[src/rtl/score_display_ctrl.sv]
// ---------------------------------------------------------------------------
// score_display_ctrl
//   Pong score keeper and 4-digit 7-segment display scanner.
//   Counts single-cycle point pulses into two saturating BCD scores,
//   detects the match winner (PLAY -> OVER), and time-multiplexes the four
//   score digits through one shared BCD-to-segment decoder. In OVER the
//   winner's digits blink.
//
// Ports
//   in_CLK         system clock, rising edge
//   in_RST_N       asynchronous active-low reset
//   in_P1_POINT    1-cycle pulse, P1 scored
//   in_P2_POINT    1-cycle pulse, P2 scored
//   in_CLEAR       synchronous new-match clear (wins over point pulses)
//   out_SEG        segments {g,f,e,d,c,b,a}, active-low
//   out_DIGIT_SEL  digit anodes, active-low, bit3 = leftmost
//   out_WINNER     00 none, 01 P1, 10 P2, 11 tie
//   out_GAME_OVER  high while in OVER
// ---------------------------------------------------------------------------
module score_display_ctrl #(
    parameter int SCAN_DIV  = 50000,
    parameter int BLINK_DIV = 250,
    parameter int WIN_SCORE = 11
) (
    input  logic       in_CLK,
    input  logic       in_RST_N,
    input  logic       in_P1_POINT,
    input  logic       in_P2_POINT,
    input  logic       in_CLEAR,
    output logic [6:0] out_SEG,
    output logic [3:0] out_DIGIT_SEL,
    output logic [1:0] out_WINNER,
    output logic       out_GAME_OVER
);

    localparam int SCW = (SCAN_DIV > 1) ? $clog2(SCAN_DIV) : 1;
    localparam int BLW = (BLINK_DIV > 1) ? $clog2(BLINK_DIV) : 1;
    localparam logic [7:0] WIN_BCD = {4'(WIN_SCORE / 10), 4'(WIN_SCORE % 10)};

    typedef enum logic {ST_PLAY, ST_OVER} state_e;

    state_e           state_q, state_d;
    logic [7:0]       p1_q, p1_d;          // {tens, units}
    logic [7:0]       p2_q, p2_d;
    logic [1:0]       winner_q, winner_d;
    logic [SCW-1:0]   scan_cnt_q, scan_cnt_d;
    logic [1:0]       idx_q, idx_d;
    logic [BLW-1:0]   blink_cnt_q, blink_cnt_d;
    logic             blink_q, blink_d;
    logic [6:0]       seg_q, seg_d;
    logic [3:0]       sel_q, sel_d;

    // BCD +1 with carry into tens, saturating at 99
    function automatic logic [7:0] bcd_inc(input logic [7:0] v);
        logic [7:0] r;
        if (v == 8'h99)
            r = v;
        else if (v[3:0] == 4'd9)
            r = {v[7:4] + 4'd1, 4'd0};
        else
            r = {v[7:4], v[3:0] + 4'd1};
        return r;
    endfunction

    function automatic logic [6:0] bcd_to_seg(input logic [3:0] n);
        logic [6:0] s;
        case (n)
            4'd0:    s = 7'b1000000;
            4'd1:    s = 7'b1111001;
            4'd2:    s = 7'b0100100;
            4'd3:    s = 7'b0110000;
            4'd4:    s = 7'b0011001;
            4'd5:    s = 7'b0010010;
            4'd6:    s = 7'b0000010;
            4'd7:    s = 7'b1111000;
            4'd8:    s = 7'b0000000;
            4'd9:    s = 7'b0011000;
            default: s = 7'b1111111;
        endcase
        return s;
    endfunction

    logic       tick;
    logic [3:0] nib;
    logic       blank;
    logic [7:0] p1_nxt, p2_nxt;
    logic       hit1, hit2;

    always_comb begin
        state_d     = state_q;
        p1_d        = p1_q;
        p2_d        = p2_q;
        winner_d    = winner_q;
        blink_cnt_d = blink_cnt_q;
        blink_d     = blink_q;
        seg_d       = seg_q;
        sel_d       = sel_q;
        idx_d       = idx_q;

        // ---- scan timing: counter is never disturbed by in_CLEAR ----
        tick       = (scan_cnt_q == SCW'(SCAN_DIV - 1));
        scan_cnt_d = tick ? '0 : scan_cnt_q + SCW'(1);

        // ---- shared decode path: pick the digit for the current slot ----
        case (idx_q)
            2'd0:    nib = p2_q[3:0];
            2'd1:    nib = p2_q[7:4];
            2'd2:    nib = p1_q[3:0];
            default: nib = p1_q[7:4];
        endcase
        // slots 2/3 belong to P1 (winner bit 0), slots 0/1 to P2 (bit 1)
        blank = blink_q && (idx_q[1] ? winner_q[0] : winner_q[1]);

        // anode and segments load on the same edge so they always match
        if (tick) begin
            seg_d = blank ? 7'b1111111 : bcd_to_seg(nib);
            sel_d = ~(4'b0001 << idx_q);
            idx_d = idx_q + 2'd1;
        end

        // ---- blink phase: only advances in OVER, on scan ticks ----
        if (in_CLEAR || state_q == ST_PLAY) begin
            blink_cnt_d = '0;
            blink_d     = 1'b0;
        end else if (tick) begin
            if (blink_cnt_q == BLW'(BLINK_DIV - 1)) begin
                blink_cnt_d = '0;
                blink_d     = ~blink_q;
            end else begin
                blink_cnt_d = blink_cnt_q + BLW'(1);
            end
        end

        // ---- scores and match FSM ----
        p1_nxt = in_P1_POINT ? bcd_inc(p1_q) : p1_q;
        p2_nxt = in_P2_POINT ? bcd_inc(p2_q) : p2_q;
        hit1   = in_P1_POINT && (p1_nxt == WIN_BCD);
        hit2   = in_P2_POINT && (p2_nxt == WIN_BCD);

        if (in_CLEAR) begin
            p1_d     = '0;
            p2_d     = '0;
            state_d  = ST_PLAY;
            winner_d = 2'b00;
        end else if (state_q == ST_PLAY) begin
            p1_d = p1_nxt;
            p2_d = p2_nxt;
            if (hit1 || hit2) begin
                state_d  = ST_OVER;
                winner_d = {hit2, hit1};
            end
        end
    end

    always_ff @(posedge in_CLK or negedge in_RST_N) begin
        if (!in_RST_N) begin
            state_q     <= ST_PLAY;
            p1_q        <= '0;
            p2_q        <= '0;
            winner_q    <= 2'b00;
            scan_cnt_q  <= '0;
            idx_q       <= '0;
            blink_cnt_q <= '0;
            blink_q     <= 1'b0;
            seg_q       <= 7'b1111111;
            sel_q       <= 4'b1111;
        end else begin
            state_q     <= state_d;
            p1_q        <= p1_d;
            p2_q        <= p2_d;
            winner_q    <= winner_d;
            scan_cnt_q  <= scan_cnt_d;
            idx_q       <= idx_d;
            blink_cnt_q <= blink_cnt_d;
            blink_q     <= blink_d;
            seg_q       <= seg_d;
            sel_q       <= sel_d;
        end
    end

    assign out_SEG       = seg_q;
    assign out_DIGIT_SEL = sel_q;
    assign out_WINNER    = winner_q;
    assign out_GAME_OVER = (state_q == ST_OVER);

endmodule

[config.mk]
export PLATFORM = sky130hd
export DESIGN_NAME = score_display_ctrl
export DESIGN_NICKNAME = d
export VERILOG_FILES = /design/src/rtl/score_display_ctrl.sv
export SDC_FILE = /design/constraint.sdc
export NUM_CORES = 1
export LEC_CHECK = 0
export CORE_MARGIN = 10
export CORE_UTILIZATION = 45
export DETAILED_ROUTE_END_ITERATION = 7
export PLACE_DENSITY_LB_ADDON = 0.25
export SYNTH_ARGS = -nofsm -noshare
export SYNTH_HDL_FRONTEND = slang
export SYNTH_SLANG_ARGS = --single-unit
[constraint.sdc]
create_clock -name in_CLK -period 2.5 [get_ports in_CLK]
set_input_delay 0.5 -clock in_CLK [delete_from_list [all_inputs] [get_ports in_CLK]]
set_output_delay 0.5 -clock in_CLK [all_outputs]
set_load 0.02 [all_outputs]
---- Yosys cells after proc, flatten, opt, wreduce, memory -nomap -nowiden ----
Memories as Yosys holds them, arrays and structs flattened.
Index checks and enable logic that the tools add are counted.
word-level totals
  word-level logic and storage cells ...... 70
  flip-flop bits (word level) ............. 57
  bits of input ports ..................... 5
  memories ................................ 1
  ROM bits ................................ 112
operators by class
  $add $sub $neg .......................... 7
  bitwise logic cells ..................... 3
  shift-type cells ........................ 1
  equal/unequal tests ..................... 11
  reductions and logical operators ........ 11
  muxes and demuxes ....................... 26
memory list
  memory           depth  bits a word  rd ports  clocked after memory_dff  write ports  line  text
  (no name shown)  16     7            1         0                         0            67    case (n)
operator list
  operator                                          count
  2-to-1 mux 8 bit                                  13
  == test 8 bit (second input constant)             3
  adder 16 x 1 -> 16 bit (second input constant)    1
  adder 4 x 1 -> 4 bit (second input constant)      4
  == test 16 bit (second input constant)            1
  == test 8 x 5 -> 1 bit (second input constant)    2
  2-to-1 mux 16 bit                                 1
  case mux 4 bit (3 select lines)                   1
  adder 8 x 1 -> 8 bit (second input constant)      1
  == test 4 bit (second input constant)             2
  2-to-1 mux 1 bit                                  7
  2-to-1 mux 7 bit                                  1
  2-to-1 mux 2 bit                                  3
  nonzero test 2 bit                                3
  inverter 4 bit                                    1
  AND reduction 2 bit                               2
  << shifter 1 x 2 -> 4 bit (first input constant)  1
  logical AND 1 bit                                 3
  adder 2 x 1 -> 2 bit (second input constant)      1
  == test 2 x 1 -> 1 bit (second input constant)    1
  == test 2 bit (second input constant)             1
  logical NOT 2 bit                                 1
  logical OR 1 bit                                  2
  inequality test 2 bit (second input constant)     1
  inverter 1 bit                                    2

---- Longest topological paths before layout ----
Gate-level depths: netlist of the first run.
  word-level depth ........................ 10
  gate-level depth with buffers ........... 9
  mapped depth without buffers ............ 9

---- Worst setup path before layout of the first run ----
Ideal clock, no wire load.
  kind .................................... flip-flop to flip-flop
  start point ............................. reg idx_q[1]
  end point ............................... reg seg_q[4] (netlist: out_SEG[4])
  stages on the path, launching flop included .. 9
  slack ................................... 0.369 ns
  period minus slack after synthesis ...... 2.131 ns
  required time ........................... 2.442 ns
  path buffers ............................ 1
  arrival time ............................ 2.073 ns
  path through ............................ dfrtp_1 > ha_1 > clkbuf_1 > mux2i_1 > inv_1 > ha_1 > mux2_4 > a22oi_2 > o22a_2
between the ends
  cells in the longest elaborated chain, start to end .. 4
  elaborated cells on any way between the ends .. 8
  those cells by class .................... 2 x eq/ne; 3 x mux; 2 x reduce/logical; 1 x memory
ends and longest elaborated chain
  element                                      line  text
  start: declaration                           47    logic [1:0] idx_q, idx_d;
  start signal: assignment                     173   idx_q <= idx_d;
  == test 2 bit, or another cell as far along  105   case (idx_q)
  case mux 4 bit (3 select lines)              105
  memory read (16 x 7 bit)                     n/a
  2-to-1 mux 7 bit (*)                         116   seg_d = blank ? 7'b1111111 : bcd_to_seg(nib);
  end signal: assignment                       176   seg_q <= seg_d;
  end: declaration                             50    logic [6:0] seg_q, seg_d;
Every way passes the cells marked *; elsewhere a longest branch is shown, timed or not.
A chain may end at the register's enable or synchronous reset.

---- Final worst setup path of the first run ----
  start point ............................. reg idx_q[0]
  end point ............................... reg seg_q[4] (netlist: out_SEG[4])
between the ends
  cells in the longest elaborated chain, start to end .. 4
  elaborated cells on any way between the ends .. 6
  those cells by class .................... 2 x eq/ne; 2 x mux; 1 x reduce/logical; 1 x memory
ends and longest elaborated chain
  element                                      line
  == test 2 bit, or another cell as far along  105
  case mux 4 bit (3 select lines) (*)          105
  memory read (16 x 7 bit) (*)                 n/a
  2-to-1 mux 7 bit (*)                         116
Marks and branches as above.

==> flow_results.xml, run 1 <==
<?xml version="1.0" encoding="UTF-8"?>
<metrics>
  <group name="yosys">
    <metric name="synth_common_cells" unit="">dfrtp_1 (46), nor2_1 (39), nand2_1 (29)</metric>
    <metric name="synthesis.area" unit="sq mm">0.003211</metric>
    <metric name="yosysTopAreaCell" unit="">dfrtp_1</metric>
    <metric name="synth.top_cell.area_share" unit="%">35.85</metric>
    <metric name="synthMostInstantiatedCell" unit="">dfrtp_1</metric>
    <metric name="synth-warning-count" unit="">0</metric>
    <metric name="synthCells" unit="">328</metric>
    <metric name="synth.avg_cell_area" unit="sq um">9.788</metric>
    <metric name="synth.distinct_cells" unit="">53</metric>
    <metric name="netlist_top_cells_area" unit="">dfrtp_1 (36%), dfstp_2 (9.0%), ha_1 (6.6%), nor2_1 (4.6%), xor2_1 (3.8%)</metric>
    <metric name="synth_flop_cell" unit="">dfrtp_1</metric>
    <metric name="synth-edff-count" unit="">0</metric>
    <metric name="syn-num-nets" unit="">350</metric>
    <metric name="synth_sequential_area_ratio" unit="%">44.86</metric>
    <metric name="count_of_state_elements_after_synthesis" unit="">57</metric>
    <metric name="synthArstFlopShare" unit="%">100.0</metric>
  </group>
  <group name="worst_setup_path">
    <metric name="critPathArrivalTime" unit="ps">2580</metric>
    <metric name="worst_ep_required_time" unit="ps">2780</metric>
    <metric name="regToRegStartpoint" unit="">idx_q[0]$_DFFE_PN0N_</metric>
    <metric name="critPathCaptureType" unit="">register</metric>
    <metric name="critPathMaxFanout" unit="">5</metric>
    <metric name="start_kind" unit="">register</metric>
    <metric name="category_of_the_most_critical_setup_path" unit="">reg2reg</metric>
    <metric name="cp-startpoint" unit="">idx_q[0]$_DFFE_PN0N_</metric>
  </group>
  <group name="detailed_routing">
    <metric name="antenna_left" unit="">0</metric>
    <metric name="drt-vias-per-instance" unit="">5.396</metric>
    <metric name="drc" unit="">0</metric>
    <metric name="drtPass1Iterations" unit="">4</metric>
    <metric name="vias" unit="">2455</metric>
    <metric name="drt-wirelength-per-cell" unit="um">14.40</metric>
    <metric name="drt_iter0_markers" unit="">111</metric>
    <metric name="totalWireLength" unit="um">6551</metric>
  </group>
  <group name="clocking">
    <metric name="clk_pin_slew_worst_paths" unit="ps">60</metric>
    <metric name="cts_inserted_buffers" unit="">9</metric>
    <metric name="cts-root-to-sink-buffers" unit="">2</metric>
    <metric name="number_of_h_tree_levels" unit="">3</metric>
    <metric name="cts_hold_buffers_added" unit="">0</metric>
    <metric name="cts_tree" unit="">done</metric>
    <metric name="cts.sinks" unit="">57</metric>
    <metric name="clk-insertion-delay-late" unit="ps">330</metric>
    <metric name="ctsRootBufferMaster" unit="">clkbuf_8</metric>
  </group>
  <group name="sta">
    <metric name="timing.final.crit_share" unit="%">91.92</metric>
    <metric name="worst_clk_skew" unit="ps">8.481</metric>
    <metric name="finalCriticalPeriod" unit="ps">2298</metric>
    <metric name="unrepaired_setup_endpoints_after_global_routing" unit="">no</metric>
    <metric name="max_slew_headroom_at_the_worst_pin" unit="%">62.86</metric>
    <metric name="finalMaxSlewViolations" unit="">0</metric>
    <metric name="final.setup.tns" unit="ps">0</metric>
    <metric name="finalSetupViolCount" unit="">0</metric>
    <metric name="final_hold_viol_count" unit="">0</metric>
    <metric name="fmaxAchievable" unit="MHz">435.2</metric>
    <metric name="worstMarginPinSlew" unit="ps">557.1</metric>
  </group>
  <group name="place">
    <metric name="hpwlAfterDp" unit="um">4775</metric>
    <metric name="portBuffers" unit="">18</metric>
    <metric name="gp_congestion" unit="">0.8337</metric>
  </group>
  <group name="power">
    <metric name="powerDensity" unit="mW/mm^2">468.5</metric>
    <metric name="finalPower" unit="uW">1726</metric>
    <metric name="vdd_drop_max" unit="mV">0.2645</metric>
    <metric name="p_leak" unit="uW">0.001553</metric>
  </group>
  <group name="grt">
    <metric name="grt_start_max_net_pins" unit="">36</metric>
    <metric name="gr-total-overflow" unit="">0</metric>
    <metric name="groute.usage.overall" unit="%">12.82</metric>
    <metric name="grt_pass1_vias" unit="">2464</metric>
    <metric name="antenna_found_initial" unit="">0</metric>
    <metric name="grt_first_pass_wirelength" unit="um">11790</metric>
  </group>
  <group name="cells_and_area">
    <metric name="fin_util" unit="%">53.64</metric>
    <metric name="final_net_count" unit="">376</metric>
    <metric name="layout.filler_cells" unit="">633</metric>
    <metric name="drive_above_1_share" unit="%">12.81</metric>
    <metric name="antenna_cells_inserted" unit="">0</metric>
    <metric name="area.growth.synth_to_final" unit="%">14.77</metric>
  </group>
  <group name="flow_run">
    <metric name="maxCapViolCount" unit="">0</metric>
  </group>
  <group name="run_status">
    <metric name="run_status" unit="">completed</metric>
  </group>
  <group name="floorplanning">
    <metric name="dieArea" unit="sq mm">0.01091</metric>
    <metric name="io-pin-count" unit="">19</metric>
    <metric name="die_x" unit="um">104.5</metric>
    <metric name="die_height" unit="um">104.5</metric>
    <metric name="design.core.area" unit="sq mm">0.006869</metric>
    <metric name="floorplan.initialDensity" unit="%">46.74</metric>
    <metric name="num_rows" unit="">30</metric>
  </group>
  <group name="min_path">
    <metric name="timing.hold.worst.class" unit="">in2async</metric>
  </group>
</metrics>
-- metal layers --
metal	vias up	GRT usage, %	wire, um
met3	15	2.974	199
li1	1222	-	-
met5	-	0	0
met4	0	6.660	153
met1	1192	16.52	3246
met2	26	19.43	2951
-- cells by family (layout without fill, tap and decap cells) --
kind of cell	count (synthesis)	after routing	synth area share, %
fa+ha+maj	17	17	6.625
buf+inv	22	53	2.728
flops	57	57	44.86
simple gates	137	137	22.64
xor+xnor	26	26	7.093
mux	7	7	2.845
compound gates	62	62	13.21
-- per-stage QoR --
step	area [sq um]	instances	worst slack [ps]	hold slack, ps
floorplan	3211	328	368.7	204.4
global placement	3525	439	239.4	478.4
detailed placement	3525	439	136.6	486.3
CTS	3681	455	120.0	164.2
global route	3685	455	17.18	175.3
finish	3685	455	202.0	153.8
-- worst max-delay path, cell delays in order, from the launching register on --
cell      delay (ps)
dfrtp_1          420
inv_1            130
ha_1             280
a222oi_1         150
mux2i_2          330
inv_1            150
ha_1             260
mux2_4           270
a22oi_2          110
o22a_2           140
-- power by group --
group | internal (uW) | leakage (uW) | switching, uW
clock network | 357 | 0.0000774 | 346
registers | 929 | 0.000739 | 9.80
logic | 32.3 | 0.000737 | 53.0
-- area by class of cell --
cell class | instances | area, sq um | area share, %
clock buffers | 13 | 138.9 | 3.769
multi-input cells | 249 | 1687 | 45.77
clock inverters | 3 | 17.52 | 0.4754
repair buffers | 24 | 232.7 | 6.316
inverters | 13 | 48.80 | 1.324
well taps | 96 | 120.1 | 3.260
flip-flops and latches | 57 | 1440 | 39.08
-- registers in the layout (all words and copies together), names as in the netlist --
signal         count
blink_cnt_q        8
blink_q            1
out_GAME_OVER      1
scan_cnt_q        16
p1_q               8
out_DIGIT_SEL      4
out_SEG            7
p2_q               8
out_WINNER         2
idx_q              2
-- cell usage in the layout, fill, tap and decap left out, drive strengths merged, types with 2 or more instances in the layout --
cell type,count
nand2,29
nand3b,2
nor2,39
nand4,9
xnor2,12
a31oi,3
and2,4
and4bb,2
dfrtp,46
clkdlybuf4s50,17
dfstp,11
and4,5
a21oi,16
nand2b,2
xor2,14
mux2i,3
nor4b,3
or2,2
nor3,8
nand3,9
nor2b,6
inv,13
o22a,7
ha,17
buf,7
clkbuf,13
o41a,2
a311oi,2
a22o,2
or3,5
o21ai,16
nor4,4
mux2,4
clkinv,2
a22oi,3
a222oi,3
and3,6
-- path summary, 6_finish.rpt --
path,to,slack [ps],depth (start not counted)
max,out_SEG[4]$_DFFE_PN1N_,200,9
min,blink_cnt_q[2]$_DFFE_PN0P_,150,1
max reg2reg,out_SEG[4]$_DFFE_PN1N_,200,9
min reg2reg,out_DIGIT_SEL[1]$_DFFE_PN1N_,490,2
max in group asynchronous,out_SEG[5]$_DFFE_PN1N_,1700,2
min in group in_CLK,out_DIGIT_SEL[1]$_DFFE_PN1N_,490,2
-- repair_timing --
action	4_1_cts	5_1_grt
endpoints found under the setup margin	0	1
endpoints found under the hold margin	0	0
resized for setup	0	1
buffers inserted	0	0
Power figures use the tool's default switching activity.
==> run 2, diff against run 1 <==
--- a/config.mk
+++ b/config.mk
@@ -5,9 +5,11 @@
 export SDC_FILE = /design/constraint.sdc
 export NUM_CORES = 1
 export LEC_CHECK = 0
+export CORE_ASPECT_RATIO = 1.2
 export CORE_MARGIN = 10
 export CORE_UTILIZATION = 45
 export DETAILED_ROUTE_END_ITERATION = 7
+export HOLD_SLACK_MARGIN = 0.1
 export PLACE_DENSITY_LB_ADDON = 0.25
 export SYNTH_ARGS = -nofsm -noshare
 export SYNTH_HDL_FRONTEND = slang
==> flow_results.xml, run 2 (synthesis results as in run 1) <==
<?xml version="1.0" encoding="UTF-8"?>
<metrics>
  <group name="run_status">
    <metric name="run_status" unit="">completed</metric>
  </group>
  <group name="clocking">
    <metric name="ctsRootBufferMaster" unit="">clkbuf_8</metric>
    <metric name="cts_hold_buffers_added" unit="">0</metric>
    <metric name="cts.sinks" unit="">57</metric>
    <metric name="post-cts-setup-buffer-count" unit="">0</metric>
    <metric name="cts-root-to-sink-buffers" unit="">2</metric>
    <metric name="number_of_h_tree_levels" unit="">3</metric>
    <metric name="cts_resized" unit="">0</metric>
    <metric name="clk_pin_slew_worst_paths" unit="ps">70</metric>
    <metric name="cts_tree" unit="">done</metric>
    <metric name="cts_inserted_buffers" unit="">9</metric>
    <metric name="clk-insertion-delay-late" unit="ps">340</metric>
  </group>
  <group name="worst_setup_path">
    <metric name="timing.critical_path.to" unit="">out_SEG[3]$_DFFE_PN1N_</metric>
    <metric name="r2r.worst_path.cells" unit="">8</metric>
    <metric name="reg2reg_setup_slack" unit="ps">210</metric>
    <metric name="worstSetupPathDepth" unit="">8</metric>
    <metric name="critPathMaxFanout" unit="">5</metric>
    <metric name="crit_top_cell" unit="">ha_1</metric>
    <metric name="regToRegStartpoint" unit="">idx_q[1]$_DFFE_PN0N_</metric>
    <metric name="critPathArrivalTime" unit="ps">2570</metric>
    <metric name="critPathSlowestCell" unit="">a222oi_1</metric>
    <metric name="category_of_the_most_critical_setup_path" unit="">reg2reg</metric>
    <metric name="timing.critical_path.cells" unit="">inv_1, ha_1, a222oi_1, mux2i_2, ha_1, a21oi_1, a32oi_1, o22a_1</metric>
    <metric name="start_kind" unit="">register</metric>
    <metric name="cpPeakStageDelay" unit="ps">490</metric>
    <metric name="critical-path-top-delay-family" unit="">compound AO/OA/AOI/OAI gates</metric>
    <metric name="worst_ep_required_time" unit="ps">2770</metric>
    <metric name="critPathCaptureType" unit="">register</metric>
    <metric name="critical_path.reg2reg.endpoint" unit="">out_SEG[3]$_DFFE_PN1N_</metric>
    <metric name="worst-path-buf-inv" unit="">1</metric>
    <metric name="cp-startpoint" unit="">idx_q[1]$_DFFE_PN0N_</metric>
  </group>
  <group name="floorplanning">
    <metric name="io-pin-count" unit="">19</metric>
    <metric name="die_x" unit="um">97.11</metric>
    <metric name="dieArea" unit="sq mm">0.01093</metric>
    <metric name="design.core.area" unit="sq mm">0.006895</metric>
    <metric name="die_height" unit="um">112.5</metric>
    <metric name="num_rows" unit="">33</metric>
    <metric name="floorplan.initialDensity" unit="%">46.56</metric>
  </group>
  <group name="grt">
    <metric name="gr-total-overflow" unit="">0</metric>
    <metric name="groute.usage.overall" unit="%">12.87</metric>
    <metric name="grt_start_max_net_pins" unit="">58</metric>
    <metric name="antenna_found_initial" unit="">0</metric>
    <metric name="grt_pass1_vias" unit="">2490</metric>
    <metric name="grt_first_pass_wirelength" unit="um">11900</metric>
  </group>
  <group name="sta">
    <metric name="worstMarginPinSlew" unit="ps">721.6</metric>
    <metric name="final_hold_viol_count" unit="">0</metric>
    <metric name="max_slew_headroom_at_the_worst_pin" unit="%">51.90</metric>
    <metric name="unrepaired_setup_endpoints_after_global_routing" unit="">no</metric>
    <metric name="final.setup.tns" unit="ps">0</metric>
    <metric name="finalCriticalPeriod" unit="ps">2294</metric>
    <metric name="fmaxAchievable" unit="MHz">435.8</metric>
    <metric name="finalMaxSlewViolations" unit="">0</metric>
    <metric name="finalSetupViolCount" unit="">0</metric>
    <metric name="postLayoutSetupSlackWorst" unit="ps">205.6</metric>
    <metric name="worst_clk_skew" unit="ps">9.901</metric>
    <metric name="timing.final.crit_share" unit="%">91.78</metric>
  </group>
  <group name="power">
    <metric name="vdd_drop_max" unit="mV">0.3343</metric>
    <metric name="p_leak" unit="uW">0.001587</metric>
    <metric name="powerDensity" unit="mW/mm^2">529.6</metric>
  </group>
  <group name="place">
    <metric name="hpwlAfterDp" unit="um">4944</metric>
    <metric name="portBuffers" unit="">18</metric>
    <metric name="preCtsSetupSlack" unit="ps">190.0</metric>
    <metric name="gp_congestion" unit="">0.8229</metric>
  </group>
  <group name="detailed_routing">
    <metric name="totalWireLength" unit="um">6843</metric>
    <metric name="drc" unit="">0</metric>
    <metric name="antenna_left" unit="">0</metric>
    <metric name="drt-vias-per-instance" unit="">5.492</metric>
    <metric name="drtPass1Iterations" unit="">5</metric>
    <metric name="drt-wirelength-per-cell" unit="um">15.31</metric>
    <metric name="drt_iter0_markers" unit="">123</metric>
    <metric name="vias" unit="">2455</metric>
  </group>
  <group name="cells_and_area">
    <metric name="area.growth.synth_to_final" unit="%">16.21</metric>
    <metric name="layout_commonest_cell" unit="">dfrtp_1</metric>
    <metric name="antenna_cells_inserted" unit="">0</metric>
    <metric name="final_net_count" unit="">377</metric>
    <metric name="drive_above_1_share" unit="%">14.17</metric>
    <metric name="final_cell_mix" unit="">dfrtp_1 (46), nor2_1 (39), nand2_1 (29), ha_1 (17), clkdlybuf4s50_1 (17)</metric>
    <metric name="layout.filler_cells" unit="">605</metric>
    <metric name="largest_register_ffs" unit="">16</metric>
    <metric name="regMostFlops" unit="">scan_cnt_q</metric>
  </group>
  <group name="flow_run">
    <metric name="maxCapViolCount" unit="">0</metric>
  </group>
  <group name="min_path">
    <metric name="timing.hold.worst.class" unit="">in2async</metric>
  </group>
</metrics>
## run 2: cell types whose count changed in the layout (fill, tap and decap cells not counted), sizes merged
cell    delta
bufinv     +2
clkbuf     -4
buf        +1
clkinv     +2
## run 2: report_power, final
part           leakage, uW  internal [uW]  switching [uW]  total, uW
clock network     0.000109            560             396        956
registers         0.000739            928            9.83        938
logic             0.000739           29.1            53.1       82.2
total              0.00159           1520             459       1980
## run 2: final cells by class
type / instances / area (sq um) / area share (%)
clock inverter: 7 / 95.09 / 2.549
multi-input combinational: 249 / 1687 / 45.20
sequential: 57 / 1440 / 38.60
clock buffer: 9 / 123.9 / 3.320
tap: 87 / 108.9 / 2.917
timing repair buffer: 25 / 227.7 / 6.103
inverter: 13 / 48.80 / 1.308
## run 2: worst reg2reg max path, cell delays in order, from the launching register on
cell and delay (ps):
dfrtp_1 440, inv_1 110, ha_1 240, a222oi_1 490, mux2i_2 210, ha_1 360, a21oi_1 140, a32oi_1 70
o22a_1 180
## run 2: worst min path at each step
| stage | slack (ps) | cells past startpoint | startpoint | to |
|---|---|---|---|---|
| after CTS | 340 | 2 | in_RST_N | p1_q[6]$_DFFE_PN0N_ |
| after detailed placement | 480 | 1 | scan_cnt_q[5]$_DFF_PN0_ | scan_cnt_q[5]$_DFF_PN0_ |
| final | 300 | 2 | in_RST_N | blink_cnt_q[2]$_DFFE_PN0P_ |
| after global placement | 470 | 1 | scan_cnt_q[11]$_DFF_PN0_ | scan_cnt_q[11]$_DFF_PN0_ |
| after global routing | 360 | 2 | in_RST_N | scan_cnt_q[15]$_DFF_PN0_ |
| after floorplan | 200 | 0 | in_RST_N | blink_cnt_q[0]$_DFFE_PN0P_ |
## run 2: through the flow
| stage | power (uW) | util, % | hold slack (ps) | cells | cell area [sq um] |
|---|---|---|---|---|---|
| after global placement | 1036 | 50.88 | 474.5 | 431 | 3508 |
| after CTS | 1993 | 54.06 | 336.6 | 447 | 3727 |
| after detailed placement | 1038 | 50.88 | 477.5 | 431 | 3508 |
| after global routing | 2064 | 54.11 | 358.9 | 447 | 3731 |
| after floorplan | 997.6 | - | 204.4 | 328 | 3211 |
| final | 1976 | 54.11 | 296.8 | 447 | 3731 |
## run 2: routing by layer
metal | GRT usage [%] | part of all wire [%] | vias up | routed length [um]
met5 | 0 | 0 | - | 0
met4 | 4.828 | 1.2 | 0 | 79
met3 | 3.926 | 3.5 | 10 | 241
met2 | 21.43 | 48 | 40 | 3311
met1 | 15.23 | 47 | 1175 | 3210
li1 | - | - | 1230 | -
